--- config.mk ---
export PLATFORM = sky130hd
export DESIGN_NAME = mouse_cursor_tracker_flat
export DESIGN_NICKNAME = d
export VERILOG_FILES = /design/src/rtl/mouse_cursor_tracker_pkg.sv /design/src/rtl/mouse_cursor_tracker_if.sv /design/src/rtl/mouse_axis_clamp.sv /design/src/rtl/mouse_cursor_tracker.sv /design/src/flat_wrapper.sv
export SDC_FILE = /design/constraint.sdc
export NUM_CORES = 1
export LEC_CHECK = 0
export ABC_AREA = 0
export CAP_MARGIN = 20
export CORE_ASPECT_RATIO = 0.75
export CORE_MARGIN = 2
export CORE_UTILIZATION = 40
export CTS_CLUSTER_SIZE = 40
export DETAILED_ROUTE_END_ITERATION = 8
export GPL_ROUTABILITY_DRIVEN = 0
export SYNTH_ARGS = -nofsm -noshare
export SYNTH_HDL_FRONTEND = slang
export SYNTH_HIERARCHICAL = 1
export SYNTH_SLANG_ARGS = --single-unit
--- constraint.sdc ---
create_clock -name qzt_clk -period 5.2 [get_ports qzt_clk]
set_input_delay 0.52 -clock qzt_clk [delete_from_list [all_inputs] [get_ports qzt_clk]]
set_output_delay 0.52 -clock qzt_clk [all_outputs]
set_load 0.005 [all_outputs]
--- src/rtl/mouse_cursor_tracker_pkg.sv ---
// Shared PS/2 mouse definitions: FSM encodings, status-byte layout and a
// reset-value helper. Imported by the tracker and by the PS/2 stage.
package mouse_cursor_tracker_pkg;

  localparam int CURSOR_W = 10;
  localparam int STATE_W  = 3;

  // FSM encodings (plain constants so older tools and checkers can bind them)
  localparam logic [STATE_W-1:0] S_IDLE   = 3'd0;
  localparam logic [STATE_W-1:0] S_LATCH  = 3'd1;
  localparam logic [STATE_W-1:0] S_CHECK  = 3'd2;
  localparam logic [STATE_W-1:0] S_CALC_X = 3'd3;
  localparam logic [STATE_W-1:0] S_CALC_Y = 3'd4;
  localparam logic [STATE_W-1:0] S_COMMIT = 3'd5;

  // PS/2 status byte bit positions
  localparam int BIT_L   = 0;
  localparam int BIT_R   = 1;
  localparam int BIT_M   = 2;
  localparam int BIT_ONE = 3;
  localparam int BIT_XS  = 4;
  localparam int BIT_YS  = 5;
  localparam int BIT_XO  = 6;
  localparam int BIT_YO  = 7;

  // Status byte as a struct, MSB first, matching the bit positions above
  typedef struct packed {
    logic y_ovf;
    logic x_ovf;
    logic y_sign;
    logic x_sign;
    logic always1;
    logic btn_m;
    logic btn_r;
    logic btn_l;
  } ps2_status_t;

  // Reset value for a cursor axis: an out-of-range init is pulled to the edge
  function automatic logic [CURSOR_W-1:0] clamp_init(input int value, input int max_v);
    return (value > max_v) ? CURSOR_W'(max_v) : CURSOR_W'(value);
  endfunction

endpackage

--- src/rtl/mouse_cursor_tracker_if.sv ---
// Bus between the PS/2 packet stage (master) and the cursor tracker (slave).
//
// Handshake: data_tx is a level pulse, several clocks wide, raised by the
// PS/2 stage once status_pck_1/xm_pck_2/ym_pck_3 are stable; the bytes must
// stay stable until the tracker has latched them (two clocks after the
// synchronized rising edge). There is no ready: the tracker queues at most
// one extra packet and silently drops further ones. pkt_valid and sync_err
// are single-cycle result pulses and are never high together.
interface mouse_cursor_tracker_if;
  import mouse_cursor_tracker_pkg::*;

  logic                data_tx;
  logic [7:0]          status_pck_1;
  logic [7:0]          xm_pck_2;
  logic [7:0]          ym_pck_3;
  logic [CURSOR_W-1:0] cursor_x;
  logic [CURSOR_W-1:0] cursor_y;
  logic                btn_left;
  logic                btn_right;
  logic                btn_middle;
  logic                pkt_valid;
  logic                sync_err;
  logic [7:0]          err_count;
  logic [STATE_W-1:0]  state_dbg;

  modport master (
    output data_tx, status_pck_1, xm_pck_2, ym_pck_3,
    input  cursor_x, cursor_y, btn_left, btn_right, btn_middle,
           pkt_valid, sync_err, err_count, state_dbg
  );

  modport slave (
    input  data_tx, status_pck_1, xm_pck_2, ym_pck_3,
    output cursor_x, cursor_y, btn_left, btn_right, btn_middle,
           pkt_valid, sync_err, err_count, state_dbg
  );
endinterface

--- src/rtl/mouse_axis_clamp.sv ---
// One cursor axis: decode the 9-bit PS/2 delta (with overflow saturation),
// add or subtract it from the current position, clamp to 0..MAX.
module mouse_axis_clamp
  import mouse_cursor_tracker_pkg::*;
#(
  parameter int   MAX = 639,
  parameter logic SUB = 1'b0
) (
  input  logic [CURSOR_W-1:0] cur_i,
  input  logic [7:0]          mov_i,
  input  logic                sign_i,
  input  logic                ovf_i,
  output logic [CURSOR_W-1:0] nxt_o
);

  localparam logic signed [10:0] MAX_S = 11'(MAX);

  logic signed [10:0] delta;
  logic signed [10:0] cur_s;
  logic signed [10:0] sum;

  // Delta decode, signed add/subtract and clamp to the legal range
  always_comb begin
    if (ovf_i) begin
      delta = sign_i ? 11'sh700 : 11'sh0FF;  // -256 or +255
    end else begin
      delta = $signed({{2{sign_i}}, sign_i, mov_i});
    end
    cur_s = $signed({1'b0, cur_i});
    sum   = SUB ? (cur_s - delta) : (cur_s + delta);
    if (sum[10]) begin
      nxt_o = '0;
    end else if (sum > MAX_S) begin
      nxt_o = CURSOR_W'(MAX);
    end else begin
      nxt_o = sum[CURSOR_W-1:0];
    end
  end

endmodule

--- src/rtl/mouse_cursor_tracker.sv ---
// PS/2 mouse cursor tracker: synchronizes the packet-ready pulse, validates
// the status byte, and moves a clamped cursor through a fixed six-state pass.
module mouse_cursor_tracker
  import mouse_cursor_tracker_pkg::*;
#(
  parameter int X_MAX  = 639,
  parameter int Y_MAX  = 479,
  parameter int X_INIT = 320,
  parameter int Y_INIT = 240
) (
  input  logic                    qzt_clk,
  input  logic                    rst,
  mouse_cursor_tracker_if.slave   bus
);

  localparam logic [CURSOR_W-1:0] X_RST = clamp_init(X_INIT, X_MAX);
  localparam logic [CURSOR_W-1:0] Y_RST = clamp_init(Y_INIT, Y_MAX);

  logic                sync1_q, sync2_q, sync_prev_q;
  logic                edge_det;
  logic [STATE_W-1:0]  state_q, state_d;
  logic                pending_q, pending_d;
  ps2_status_t         status_q;
  logic [7:0]          xm_q, ym_q;
  logic [CURSOR_W-1:0] new_x_q, new_y_q;
  logic [CURSOR_W-1:0] calc_x, calc_y;
  logic [CURSOR_W-1:0] cursor_x_q, cursor_y_q;
  logic [2:0]          btn_q;
  logic                pkt_valid_q, sync_err_q;
  logic [7:0]          err_count_q;
  logic                bad_pkt;

  // Two-flop synchronizer plus one history flop for rising-edge detection
  always_ff @(posedge qzt_clk) begin
    if (rst) begin
      sync1_q     <= 1'b0;
      sync2_q     <= 1'b0;
      sync_prev_q <= 1'b0;
    end else begin
      sync1_q     <= bus.data_tx;
      sync2_q     <= sync1_q;
      sync_prev_q <= sync2_q;
    end
  end

  assign edge_det = sync2_q & ~sync_prev_q;
  assign bad_pkt  = (state_q == S_CHECK) && !status_q.always1;

  // Next-state and pending-flag logic
  always_comb begin
    state_d   = state_q;
    pending_d = pending_q;
    case (state_q)
      S_IDLE: begin
        if (edge_det || pending_q) begin
          state_d   = S_LATCH;
          // Serving the queued packet: a coinciding edge becomes the new queued one
          pending_d = pending_q & edge_det;
        end
      end
      S_LATCH:  state_d = S_CHECK;
      S_CHECK:  state_d = status_q.always1 ? S_CALC_X : S_IDLE;
      S_CALC_X: state_d = S_CALC_Y;
      S_CALC_Y: state_d = S_COMMIT;
      S_COMMIT: state_d = S_IDLE;
      default:  state_d = S_IDLE;
    endcase
    // One-deep queue; an edge while already pending is dropped
    if ((state_q != S_IDLE) && edge_det) begin
      pending_d = 1'b1;
    end
  end

  // FSM state and pending flag registers
  always_ff @(posedge qzt_clk) begin
    if (rst) begin
      state_q   <= S_IDLE;
      pending_q <= 1'b0;
    end else begin
      state_q   <= state_d;
      pending_q <= pending_d;
    end
  end

  // Capture the three packet bytes; later states only use these copies
  always_ff @(posedge qzt_clk) begin
    if (rst) begin
      status_q <= '0;
      xm_q     <= '0;
      ym_q     <= '0;
    end else if (state_q == S_LATCH) begin
      status_q <= ps2_status_t'(bus.status_pck_1);
      xm_q     <= bus.xm_pck_2;
      ym_q     <= bus.ym_pck_3;
    end
  end

  mouse_axis_clamp #(.MAX(X_MAX), .SUB(1'b0)) u_axis_x (
    .cur_i  (cursor_x_q),
    .mov_i  (xm_q),
    .sign_i (status_q.x_sign),
    .ovf_i  (status_q.x_ovf),
    .nxt_o  (calc_x)
  );

  // Y is positive-up on the wire but row 0 is the top, hence subtract
  mouse_axis_clamp #(.MAX(Y_MAX), .SUB(1'b1)) u_axis_y (
    .cur_i  (cursor_y_q),
    .mov_i  (ym_q),
    .sign_i (status_q.y_sign),
    .ovf_i  (status_q.y_ovf),
    .nxt_o  (calc_y)
  );

  // Hold each axis result until COMMIT publishes both together
  always_ff @(posedge qzt_clk) begin
    if (rst) begin
      new_x_q <= X_RST;
      new_y_q <= Y_RST;
    end else begin
      if (state_q == S_CALC_X) new_x_q <= calc_x;
      if (state_q == S_CALC_Y) new_y_q <= calc_y;
    end
  end

  // Visible outputs, result pulses and the saturating error counter
  always_ff @(posedge qzt_clk) begin
    if (rst) begin
      cursor_x_q  <= X_RST;
      cursor_y_q  <= Y_RST;
      btn_q       <= '0;
      pkt_valid_q <= 1'b0;
      sync_err_q  <= 1'b0;
      err_count_q <= '0;
    end else begin
      pkt_valid_q <= (state_q == S_COMMIT);
      sync_err_q  <= bad_pkt;
      if (state_q == S_COMMIT) begin
        cursor_x_q <= new_x_q;
        cursor_y_q <= new_y_q;
        btn_q      <= {status_q.btn_m, status_q.btn_r, status_q.btn_l};
      end
      if (bad_pkt && (err_count_q != 8'hFF)) begin
        err_count_q <= err_count_q + 8'd1;
      end
    end
  end

  assign bus.cursor_x   = cursor_x_q;
  assign bus.cursor_y   = cursor_y_q;
  assign bus.btn_left   = btn_q[0];
  assign bus.btn_right  = btn_q[1];
  assign bus.btn_middle = btn_q[2];
  assign bus.pkt_valid  = pkt_valid_q;
  assign bus.sync_err   = sync_err_q;
  assign bus.err_count  = err_count_q;
  assign bus.state_dbg  = state_q;

endmodule

--- src/flat_wrapper.sv ---
// flat-port wrapper written by rule: the top's interface ports become plain ports
module mouse_cursor_tracker_flat import mouse_cursor_tracker_pkg::*;
#(
  parameter int X_MAX  = 639,
  parameter int Y_MAX  = 479,
  parameter int X_INIT = 320,
  parameter int Y_INIT = 240
)
  (qzt_clk, rst, bus_data_tx, bus_status_pck_1, bus_xm_pck_2, bus_ym_pck_3, bus_cursor_x, bus_cursor_y, bus_btn_left, bus_btn_right, bus_btn_middle, bus_pkt_valid, bus_sync_err, bus_err_count, bus_state_dbg);
  mouse_cursor_tracker_if bus_i ();
  input  logic qzt_clk;
  input  logic rst;
  input wire logic [$bits(bus_i.data_tx)-1:0] bus_data_tx;
  input wire logic [$bits(bus_i.status_pck_1)-1:0] bus_status_pck_1;
  input wire logic [$bits(bus_i.xm_pck_2)-1:0] bus_xm_pck_2;
  input wire logic [$bits(bus_i.ym_pck_3)-1:0] bus_ym_pck_3;
  output wire logic [$bits(bus_i.cursor_x)-1:0] bus_cursor_x;
  output wire logic [$bits(bus_i.cursor_y)-1:0] bus_cursor_y;
  output wire logic [$bits(bus_i.btn_left)-1:0] bus_btn_left;
  output wire logic [$bits(bus_i.btn_right)-1:0] bus_btn_right;
  output wire logic [$bits(bus_i.btn_middle)-1:0] bus_btn_middle;
  output wire logic [$bits(bus_i.pkt_valid)-1:0] bus_pkt_valid;
  output wire logic [$bits(bus_i.sync_err)-1:0] bus_sync_err;
  output wire logic [$bits(bus_i.err_count)-1:0] bus_err_count;
  output wire logic [$bits(bus_i.state_dbg)-1:0] bus_state_dbg;
  assign bus_i.data_tx = bus_data_tx;
  assign bus_i.status_pck_1 = bus_status_pck_1;
  assign bus_i.xm_pck_2 = bus_xm_pck_2;
  assign bus_i.ym_pck_3 = bus_ym_pck_3;
  assign bus_cursor_x = bus_i.cursor_x;
  assign bus_cursor_y = bus_i.cursor_y;
  assign bus_btn_left = bus_i.btn_left;
  assign bus_btn_right = bus_i.btn_right;
  assign bus_btn_middle = bus_i.btn_middle;
  assign bus_pkt_valid = bus_i.pkt_valid;
  assign bus_sync_err = bus_i.sync_err;
  assign bus_err_count = bus_i.err_count;
  assign bus_state_dbg = bus_i.state_dbg;
  mouse_cursor_tracker #(.X_MAX(X_MAX), .Y_MAX(Y_MAX), .X_INIT(X_INIT), .Y_INIT(Y_INIT)) u_core (.qzt_clk(qzt_clk), .rst(rst), .bus(bus_i));
endmodule
==> metrics.md <==
| Metric | Value |
|---|---|
| Status | finished, final reports clean |
| Iteration-0 DRC Markers | 258 |
| Lkg Pwr | 2.048 nW |
| Detailed Routing Iterations Pass 1 | 4 |
| CTS Hold Bufs | 0 |
| Vias/cell | 5.198 |
| Area delta synth->final | 24.22% |
| Synth Area in Adders | 7.492% |
| Pwr dens | 292.9 nW/um2 |
| Worst Setup Start Kind | flop |
| Final hold violation count | 0 |
| Final period util | 69.56% |
| Slew Viols, Final | 0 |
| Final min period | 3.617 ns |
| Synth Cell Area | 4375 um2 |
| Syn_nets | 602 |
| Hold WC Path Type | reg2reg |
| Leading cell type in the layout, fill and taps excluded | nand2_1 |
| Worst Max-Slew Pin Slew | 1.005 ns |
| Sum Neg Setup Slack | 0 ns |
| First-pass GRT wire length | 17150 um |
| Share of cells above drive strength 1 | 6.136% |
| Clk_lat worst skew | 0.33 ns |
| Dpl ws | 1.653 ns |
| Max-slew headroom | 32.97% |
| # diodes | 0 |
| DRC Markers | 0 |
| Clock tree buffer depth | 2 |
| Reg2Reg Depth | 14 |
| Clk_skew | 0.004509 ns |
| Compound-Gate Fraction of Synth Area | 19.65% |
| Reg-to-reg endpoint | u_core/new_y_q[1]$_SDFFE_PP0N_ |
| Worst r2r src | u_core/status_q[7]$_SDFFE_PP0N_ |
| Mux contribution to synthesized area | 0.4861% |
| Highest-count cells in the layout ignoring fill and taps | nand2_1, a21oi_1, dfxtp_1, clkdlybuf4s50_1, ha_1 |
| Final setup violation count | 0 |
| Rows | 33 |
| Flop-to-flop setup slack | 1.58 ns |
| Nets@finish | 650 |
| Worst Path Arrival | 3.87 ns |
| Crit path to | u_core/new_y_q[1]$_SDFFE_PP0N_ |
| Number of routed nets with antenna violations | 0 |
| Ys async rst share | 0% |
| I/O Buffers | 62 |
| Post-CTS Setup Bufs | 0 |
| Clock Root Buffer | clkbuf_16 |
| CTS clk-pin slew, worst paths | 0.06 ns |
| Grt ovf | 0 |
| XOR/XNOR Fraction of Synth Area | 4.575% |
| Final WL | 10270 um |
| Vias in the first global route | 3437 |
| Number of synthesized flops with an enable pin | 0 |
| CTS tree | done |
| Worst Setup SP | u_core/status_q[7]$_SDFFE_PP0N_ |
| Die area | 11800 um2 |
| Most common flop cell mapped by yosys | dfxtp_1 |
| Starting Density | 40.60% |
| Final setup margin | 1.583 ns |
| Synth warn | 6 |
| Post-synthesis register bit count | 84 |
| WP data required | 5.46 ns |
| CP max FO | 9 |
| Die Span X | 124.8 um |
| CTS resizes | 0 |
| RSZ-0062 raised after global routing | no |
| Clock sink count | 84 |
| Fmax | 0.2765 GHz |
| CTS Buf Count | 9 |
| Mapped Cells | 550 |
| Synth unique cells | 57 |
| DP HPWL | 7268 um |
| Largest net degree at the start of global routing | 86 |
| H-Tree Depth | 3 |
| Crit end category | flop |
| VDD IR max | 0.1980 mV |
| Fin Hold WS | 0.4482 ns |
| Design Power | 1.592 mW |
| Antenna violations before repair | 0 |
| Sequential share of the synthesized area | 38.43% |
| Synth Area per Inst | 7.955 um2 |
| Post-Synth Simple-Gate Area | 24.36% |
| Die Y | 94.58 um |
| Max Cap Viol | 0 |
| Largest family of logic cells by synthesized area | simple AND/OR/NAND/NOR gates |
| Critical path type | reg2reg |
| I/O pin count | 63 |
| Core Util, Final | 50.44% |
| Vias after detailed routing | 3862 |
| Gr usage total | 17.87% |
| Area of the core | 10780 um2 |
| Drt wl/cell | 13.82 um |
[how the worst min path moves through the flow]
stage,start,endpoint,slack (ns),cells after the start
after floorplan,u_core/sync1_q$_SDFF_PP0_,u_core/sync2_q$_SDFF_PP0_,0.41,1
after global placement,u_core/sync1_q$_SDFF_PP0_,u_core/sync2_q$_SDFF_PP0_,0.43,1
after detailed placement,u_core/sync1_q$_SDFF_PP0_,u_core/sync2_q$_SDFF_PP0_,0.44,1
after CTS,u_core/new_y_q[0]$_SDFFE_PP0N_,u_core/bus.cursor_y[0]$_SDFFE_PP0P_,0.45,2
after global routing,u_core/sync1_q$_SDFF_PP0_,u_core/sync2_q$_SDFF_PP0_,0.47,1
final,u_core/new_y_q[0]$_SDFFE_PP0N_,u_core/bus.cursor_y[0]$_SDFFE_PP0P_,0.45,2
[power breakdown]
| group | total [mW] | switching [mW] | internal, mW |
|---|---|---|---|
| registers | 0.659 | 0.00698 | 0.652 |
| logic | 0.149 | 0.0796 | 0.0697 |
| clock network | 0.784 | 0.252 | 0.532 |
[cells in the mapped netlist (all sizes together) (2+ instances only)]
cell	count	share of area, %
inv	17	1.5
and3	5	0.77
clkbuf	12	1.0
o21a	2	0.34
and4bb	2	0.57
a211oi	5	0.97
nor2	19	1.6
nand2	145	12
or3	2	0.29
nand4	3	0.43
xor2	11	2.4
o211ai	8	1.6
nand3b	16	2.7
xnor2	11	2.2
a21o	9	1.6
o2111ai	3	0.60
nor2b	9	1.3
nor3	4	0.69
o21ai	12	1.5
nor4	2	0.29
nand2b	5	0.71
buf	17	2.3
ha	23	6.6
a31oi	6	0.86
a2111oi	2	0.40
and2	3	0.43
a21boi	3	0.51
a31o	3	0.60
dfxtp	84	38
nand3	8	1.0
a21oi	86	9.9
fa	2	0.92
[critical path, stage by stage (launching register included)]
cell and delay [ns]:
dfxtp_1 0.33, clkinv_1 0.20, nor2_1 0.45, a21o_1 0.16, ha_1 0.17, inv_1 0.05
fa_1 0.42, a211oi_2 0.31, o21ai_2 0.12, a21boi_1 0.18, xor2_1 0.11, or4_1 0.62
a31oi_1 0.22, nand2_1 0.07, a21oi_1 0.13
[logic make-up (layout without fill, tap and decap cells)]
logic type      count (synthesis)  count (layout)
compound gates                142             142
xor+xnor                       22              22
mux                             2               2
simple gates                  227             227
fa+ha+maj                      25              25
flops                          84              84
buf+inv                        47             100
other cells                     1               1
[layer usage]
| metal | GRT usage [%] | vias up | part of all wire [%] |
|---|---|---|---|
| li1 | - | 1972 | - |
| met1 | 26.32 | 1796 | 53 |
| met2 | 25.91 | 90 | 41 |
| met3 | 4.816 | 4 | 5.5 |
| met4 | 4.026 | 0 | 0.33 |
| met5 | 0 | - | 0 |
[registers in the layout, summed over array words and instances, names as in the netlist]
name and count:
u_core/pending_q 1, u_core/xm_q 8, u_core/bus.pkt_valid 1, u_core/btn_q 3, u_core/sync_prev_q 1, u_core/sync2_q 1
u_core/bus.cursor_x 10, u_core/status_q 8, u_core/bus.cursor_y 10, u_core/sync1_q 1, u_core/bus.err_count 8, u_core/new_x_q 10
u_core/ym_q 8, u_core/bus.state_dbg 3, u_core/bus.sync_err 1, u_core/new_y_q 10
[layout make-up]
cell class	count	area, um2
multi-input combinational	419	2479
sequential	84	1682
clock inverter	4	120.1
fill	1044	5341
clock buffer	12	246.5
tap	140	175.2
timing repair buffer	66	665.6
inverter	18	67.56
[per-stage QoR]
stage	area (um2)	instances
global route	5435	743
floorplan	4375	550
global placement	5041	726
finish	5435	743
CTS	5408	742
detailed placement	5041	726
Power figures use the tool's default switching activity.
